## config.mk

```make
export PLATFORM = sky130hd
export DESIGN_NAME = tribus_arbiter_flat
export DESIGN_NICKNAME = d
export VERILOG_FILES = /design/src/rtl/tribus_arbiter_if.sv /design/src/rtl/tribus_arbiter.sv /design/src/flat_wrapper.sv
export SDC_FILE = /design/constraint.sdc
export NUM_CORES = 1
export LEC_CHECK = 0
export ABC_AREA = 1
export CORE_ASPECT_RATIO = 0.7
export CORE_MARGIN = 2
export CORE_UTILIZATION = 45
export CTS_CLUSTER_DIAMETER = 40
export CTS_CLUSTER_SIZE = 16
export DETAILED_ROUTE_END_ITERATION = 16
export PLACE_DENSITY = 0.81
export SYNTH_ARGS = -nofsm -noshare
export SYNTH_HDL_FRONTEND = slang
export SYNTH_SLANG_ARGS = --single-unit
```

## constraint.sdc

```tcl
create_clock -name clk -period 4.36 [get_ports clk]
set_input_delay 0.436 -clock clk [delete_from_list [all_inputs] [get_ports clk]]
set_output_delay 0.436 -clock clk [all_outputs]
set_load 0.02 [all_outputs]
```

## src/rtl/tribus_arbiter_if.sv

```systemverilog
// Bus-side signal bundle for the four-requester tri-state arbiter.
// The master modport is the arbiter's view, and the slave modport is the requesters' view.
`timescale 1ns/1ps
interface tribus_arbiter_if;
  logic [3:0] req;
  logic [3:0] grant;
  logic [3:0] oe;
  logic [1:0] owner;
  logic       busy;
  logic       preempt;

  modport master (
    input  req,
    output grant,
    output oe,
    output owner,
    output busy,
    output preempt
  );

  modport slave (
    output req,
    input  grant,
    input  oe,
    input  owner,
    input  busy,
    input  preempt
  );
endinterface

```

## src/rtl/tribus_arbiter.sv

```systemverilog
// Round-robin arbiter for a shared tri-state bus with four requesters.
// It has a hold-limit preemption and a guaranteed output-enable dead time between owners.
`timescale 1ns/1ps
module tribus_arbiter #(
  parameter int unsigned HOLD_MAX    = 8,
  parameter int unsigned TURN_CYCLES = 1
) (
  input  logic               clk,
  input  logic               rst,
  tribus_arbiter_if.master   bus
);

  localparam logic [7:0] HOLD_LAST = 8'(HOLD_MAX - 1);
  localparam logic [3:0] TURN_LAST = 4'(TURN_CYCLES - 1);

  typedef enum logic [1:0] {
    IDLE = 2'd0,
    OWN  = 2'd1,
    TURN = 2'd2
  } state_t;

  state_t     state_q, state_d;
  logic [3:0] grant_q, grant_d;
  logic [3:0] oe_q, oe_d;
  logic [1:0] owner_q, owner_d;
  logic       busy_q, busy_d;
  logic       preempt_q, preempt_d;
  logic [7:0] hold_q, hold_d;
  logic [3:0] turn_q, turn_d;

  logic [1:0] winner_s;
  logic       any_req_s;
  logic       own_req_s;
  logic       others_req_s;

  function automatic logic [3:0] one_hot(input logic [1:0] idx);
    logic [3:0] base;
    base = 4'b0001;
    return base << idx;
  endfunction

  // Walk from the farthest candidate back to the nearest one so that the nearest requester wins.
  function automatic logic [1:0] rr_pick(input logic [1:0] last, input logic [3:0] r);
    logic [1:0] pick;
    logic [1:0] idx;
    pick = last;
    for (int i = 4; i >= 1; i--) begin
      idx  = last + 2'(i);
      pick = r[idx] ? idx : pick;
    end
    return pick;
  endfunction

  assign winner_s     = rr_pick(owner_q, bus.req);
  assign any_req_s    = |bus.req;
  assign own_req_s    = bus.req[owner_q];
  assign others_req_s = |(bus.req & ~one_hot(owner_q));

  // Next-state and next-output computation for the IDLE/OWN/TURN controller.
  always_comb begin
    state_d   = state_q;
    owner_d   = owner_q;
    hold_d    = hold_q;
    turn_d    = turn_q;
    preempt_d = 1'b0;
    case (state_q)
      IDLE: begin
        if (any_req_s) begin
          state_d = OWN;
          owner_d = winner_s;
          hold_d  = 8'd0;
        end else begin
          state_d = IDLE;
        end
      end
      OWN: begin
        if (!own_req_s) begin
          // Release wins over a simultaneous hold-limit hit, so no preempt pulse is produced.
          state_d = TURN;
          turn_d  = 4'd0;
          hold_d  = 8'd0;
        end else if ((hold_q >= HOLD_LAST) && others_req_s) begin
          state_d   = TURN;
          turn_d    = 4'd0;
          hold_d    = 8'd0;
          preempt_d = 1'b1;
        end else begin
          state_d = OWN;
          hold_d  = (hold_q >= HOLD_LAST) ? hold_q : hold_q + 8'd1;
        end
      end
      TURN: begin
        if (turn_q >= TURN_LAST) begin
          turn_d = 4'd0;
          if (any_req_s) begin
            state_d = OWN;
            owner_d = winner_s;
            hold_d  = 8'd0;
          end else begin
            state_d = IDLE;
          end
        end else begin
          turn_d = turn_q + 4'd1;
        end
      end
      default: begin
        state_d = IDLE;
        hold_d  = 8'd0;
        turn_d  = 4'd0;
      end
    endcase

    grant_d = (state_d == OWN) ? one_hot(owner_d) : 4'b0000;
    oe_d    = (state_d == OWN) ? one_hot(owner_d) : 4'b0000;
    busy_d  = (state_d == OWN) ? 1'b1 : 1'b0;
  end

  // State, counter and registered-output update with synchronous active-low reset.
  always_ff @(posedge clk) begin
    if (!rst) begin
      state_q   <= IDLE;
      grant_q   <= 4'b0000;
      oe_q      <= 4'b0000;
      owner_q   <= 2'd3;
      busy_q    <= 1'b0;
      preempt_q <= 1'b0;
      hold_q    <= 8'd0;
      turn_q    <= 4'd0;
    end else begin
      state_q   <= state_d;
      grant_q   <= grant_d;
      oe_q      <= oe_d;
      owner_q   <= owner_d;
      busy_q    <= busy_d;
      preempt_q <= preempt_d;
      hold_q    <= hold_d;
      turn_q    <= turn_d;
    end
  end

  assign bus.grant   = grant_q;
  assign bus.oe      = oe_q;
  assign bus.owner   = owner_q;
  assign bus.busy    = busy_q;
  assign bus.preempt = preempt_q;

endmodule

```

## src/flat_wrapper.sv

```systemverilog
// flat-port wrapper written by rule: the top's interface ports become plain ports
module tribus_arbiter_flat 
#(
  parameter int unsigned HOLD_MAX    = 8,
  parameter int unsigned TURN_CYCLES = 1
)
  (clk, rst, bus_req, bus_grant, bus_oe, bus_owner, bus_busy, bus_preempt);
  tribus_arbiter_if bus_i ();
  input  logic clk;
  input  logic rst;
  input wire logic [$bits(bus_i.req)-1:0] bus_req;
  output wire logic [$bits(bus_i.grant)-1:0] bus_grant;
  output wire logic [$bits(bus_i.oe)-1:0] bus_oe;
  output wire logic [$bits(bus_i.owner)-1:0] bus_owner;
  output wire logic [$bits(bus_i.busy)-1:0] bus_busy;
  output wire logic [$bits(bus_i.preempt)-1:0] bus_preempt;
  assign bus_i.req = bus_req;
  assign bus_grant = bus_i.grant;
  assign bus_oe = bus_i.oe;
  assign bus_owner = bus_i.owner;
  assign bus_busy = bus_i.busy;
  assign bus_preempt = bus_i.preempt;
  tribus_arbiter #(.HOLD_MAX(HOLD_MAX), .TURN_CYCLES(TURN_CYCLES)) u_core (.clk(clk), .rst(rst), .bus(bus_i));
endmodule
```

==> impl_metrics.csv <==
group,metric,value,unit
clock_tree,postCtsHoldBufs,0,
global_route,grt_pass1_vias,770,
place,dp_hpwl,1.61,mm
sta,post-route-period-util,44.1,%
critical_path,slowest_delay,0.67,ns
yosys,synth-simple-area-share,36.7,%
yosys,async_flop_share,0,%
floorplan,start_util,46.6,%
layout,final_cell_area,1190,µm²
sta,setup_viol,0,
yosys,synth-xor-area-share,0,%
yosys,synth_fa_ha_area_share,6.33,%
floorplan,core_area,2120,µm²
yosys,ys_ff_latch,18,
yosys,synth_edf_count,0,
clock_tree,clkSlewWorstSetupHoldPaths,0.09,ns
sta,worst_slack,2.44,ns
global_route,grt_max_degree,10,
pwr,ir_worst_vdd,271,µV
yosys,synth.area.mux_share,0,%
place,placed_area,1170,µm²
layout,final_layout_size_suffix_gt1_share,8.07,%
clock_tree,cts_tree,"done",
floorplan,ios,18,
floorplan,fp.dieW,60.0,µm
routing,ant_nets,0,
yosys,syn_area_per_cell,6.82,µm²
sta,rsz0062_at_grt,"no",
critical_path,critical_path_required,3.92,ns
critical_path,cp-end-kind,"output pin",
place,portBuffers,17,
yosys,synth_cells,145,
clock_tree,clockBufferDepth,2,
sta,skew,0.00275,ns
global_route,grt.total_usage,17.6,%
critical_path,cp.buffers_inverters,1,
yosys,synth-compound-area-share,6.84,%
yosys,synth_top_cells_by_count,"nand2_1 (44), inv_1 (26), dfxtp_1 (18)",
layout,multi_input_area,493,µm²
clock_tree,cts_sinks,18,
yosys,yosys_most_used_dff,"dfxtp_1",
routing,vias_per_cell,4.56,
pwr,leakage,0.586,nW
place,pre_cts_ws,2.41,ns
yosys,synth_area_leader_cell,"dfxtp_1",
critical_path,crit_path_max_fanout,9,
yosys,ys_seq_area_share,36.5,%
yosys,netlist_top_cells_area,"dfxtp_1 (36%), nand2_1 (17%), inv_1 (9.9%)",
clock_tree,cts_setup_buffers,0,
yosys,syn_area,988,µm²
yosys,synth_nets,156,
critical_path,cp_top_family,"buffers and inverters",
critical_path,critPathLaunchType,"register",
clock_tree,insertion_delay,0.28,ns
floorplan,fp-row-count,14,
floorplan,die_y,43.2,µm
sta,totalNegativeSetupSlack,0,ns
layout,fillers,206,
clock_tree,cts_resized,0,
sta,slew_headroom,77.6,%
yosys,synthDistinctLibCells,18,
yosys,netlist.area_leader.share,36.5,%
routing,wirelength,1.95,mm
layout,register_area,360,µm²
yosys,ys_warn_count,0,
clock_tree,cts_buffers,3,
sta,worst_slew_pin_slew,0.335,ns
sta,fmax,520,MHz
clock_tree,clockRootBuffer,"clkbuf_4",
layout,n_antenna_cell,0,
critical_path,critPathArrivalTime,1.49,ns
critical_path,path_class,"register to output pin",
sta,period_minus_slack,1.92,ns
layout,fin_nets,174,
routing,drt_iter0_drc,33,
routing,drc,0,
job,maxCapViolations,0,
layout,syn2layout_area_growth,20.5,%
global_route,grt_pass1_wl,3.33,mm
clock_tree,htree_levels,1,
critical_path,path_cells,"clkdlybuf4s50_1",
routing,wire_per_inst,10.1,µm
floorplan,die-area,2590,µm²
sta,drv_slew,0,
place,finalWeightedCongestion,0.849,
routing,first_pass_iters,4,
sta,hold_violations,0,
layout,fin_util,56.2,%
pwr,powerDensity,553,nW/µm²
min_path,hold_class,"register to register",
routing,num_vias,881,
run_status,status,"complete, no violations",
critical_path,crit_slowest_cell,"clkdlybuf4s50_1",
global_route,overflow,0,
global_route,antenna_found_initial,0,
yosys,synth.most_common_cell,"nand2_1",
yosys,synth_top_family_by_area,"simple AND/OR/NAND/NOR gates",
cell type report:
type                       instances  area share [%]
inverter                          28            8.82
tap                               32            3.36
multi-input combinational         95            41.4
sequential                        18            30.3
timing repair buffer              17            14.3
clock buffer                       3            1.89
final timing paths:
| path | from | end | slack, ns | cells after the start |
|---|---|---|---|---|
| setup / recovery | u_core.bus.owner[0] | bus_owner[0] | 2.44 | 1 |
| setup reg to reg | u_core.bus.owner[0] | u_core.bus.grant[0] | 2.55 | 8 |
| hold / removal | u_core.hold_q[7] | u_core.hold_q[7] | 0.44 | 2 |
| hold reg to reg | u_core.hold_q[7] | u_core.hold_q[7] | 0.44 | 2 |
per-layer routing:
metal	routed length, µm	global-route usage [%]	vias to the layer above
li1	-	-	477
met1	963	21.7	383
met2	895	28.9	19
met3	76	6.40	2
met4	13	4.00	0
met5	0	0	-
report_power, final:
group | total, mW | leakage (nW) | internal [mW] | switching, mW
Clock | 0.0789 | 0.0138 | 0.0321 | 0.0468
Sequential | 0.214 | 0.147 | 0.190 | 0.0244
Combinational | 0.366 | 0.425 | 0.145 | 0.221
Total | 0.659 | 0.586 | 0.367 | 0.292
flip-flops by register name, indices dropped and copies added (netlist names):
signal / cells
u_core.bus.busy: 1
u_core.bus.grant: 4
u_core.bus.owner: 2
u_core.bus.preempt: 1
u_core.hold_q: 8
u_core.state_q: 2
logic make-up after synthesis:
logic type / after synthesis
flops: 18
fa+ha+maj: 5
buf+inv: 32
simple gates: 81
compound gates: 9
cells in the final DEF (no fill, tap or decap), drive strengths merged:
cell	n
nor2	13
clkbuf	3
nor3b	1
dfxtp	18
nand4	2
clkdlybuf4s50	17
nor3	2
ha	5
a21oi	8
and3	1
nand3	14
nand2	48
o21ai	1
inv	28
per-stage QoR:
stage                     instances  hold WS, ns  total power [mW]
after floorplan                 145        0.417             0.488
after global placement          190        0.426             0.575
after detailed placement        190        0.429             0.585
after CTS                       193        0.447             0.666
after global routing            193        0.465             0.722
final                           193        0.442             0.659
Power figures use the tool's default switching activity.
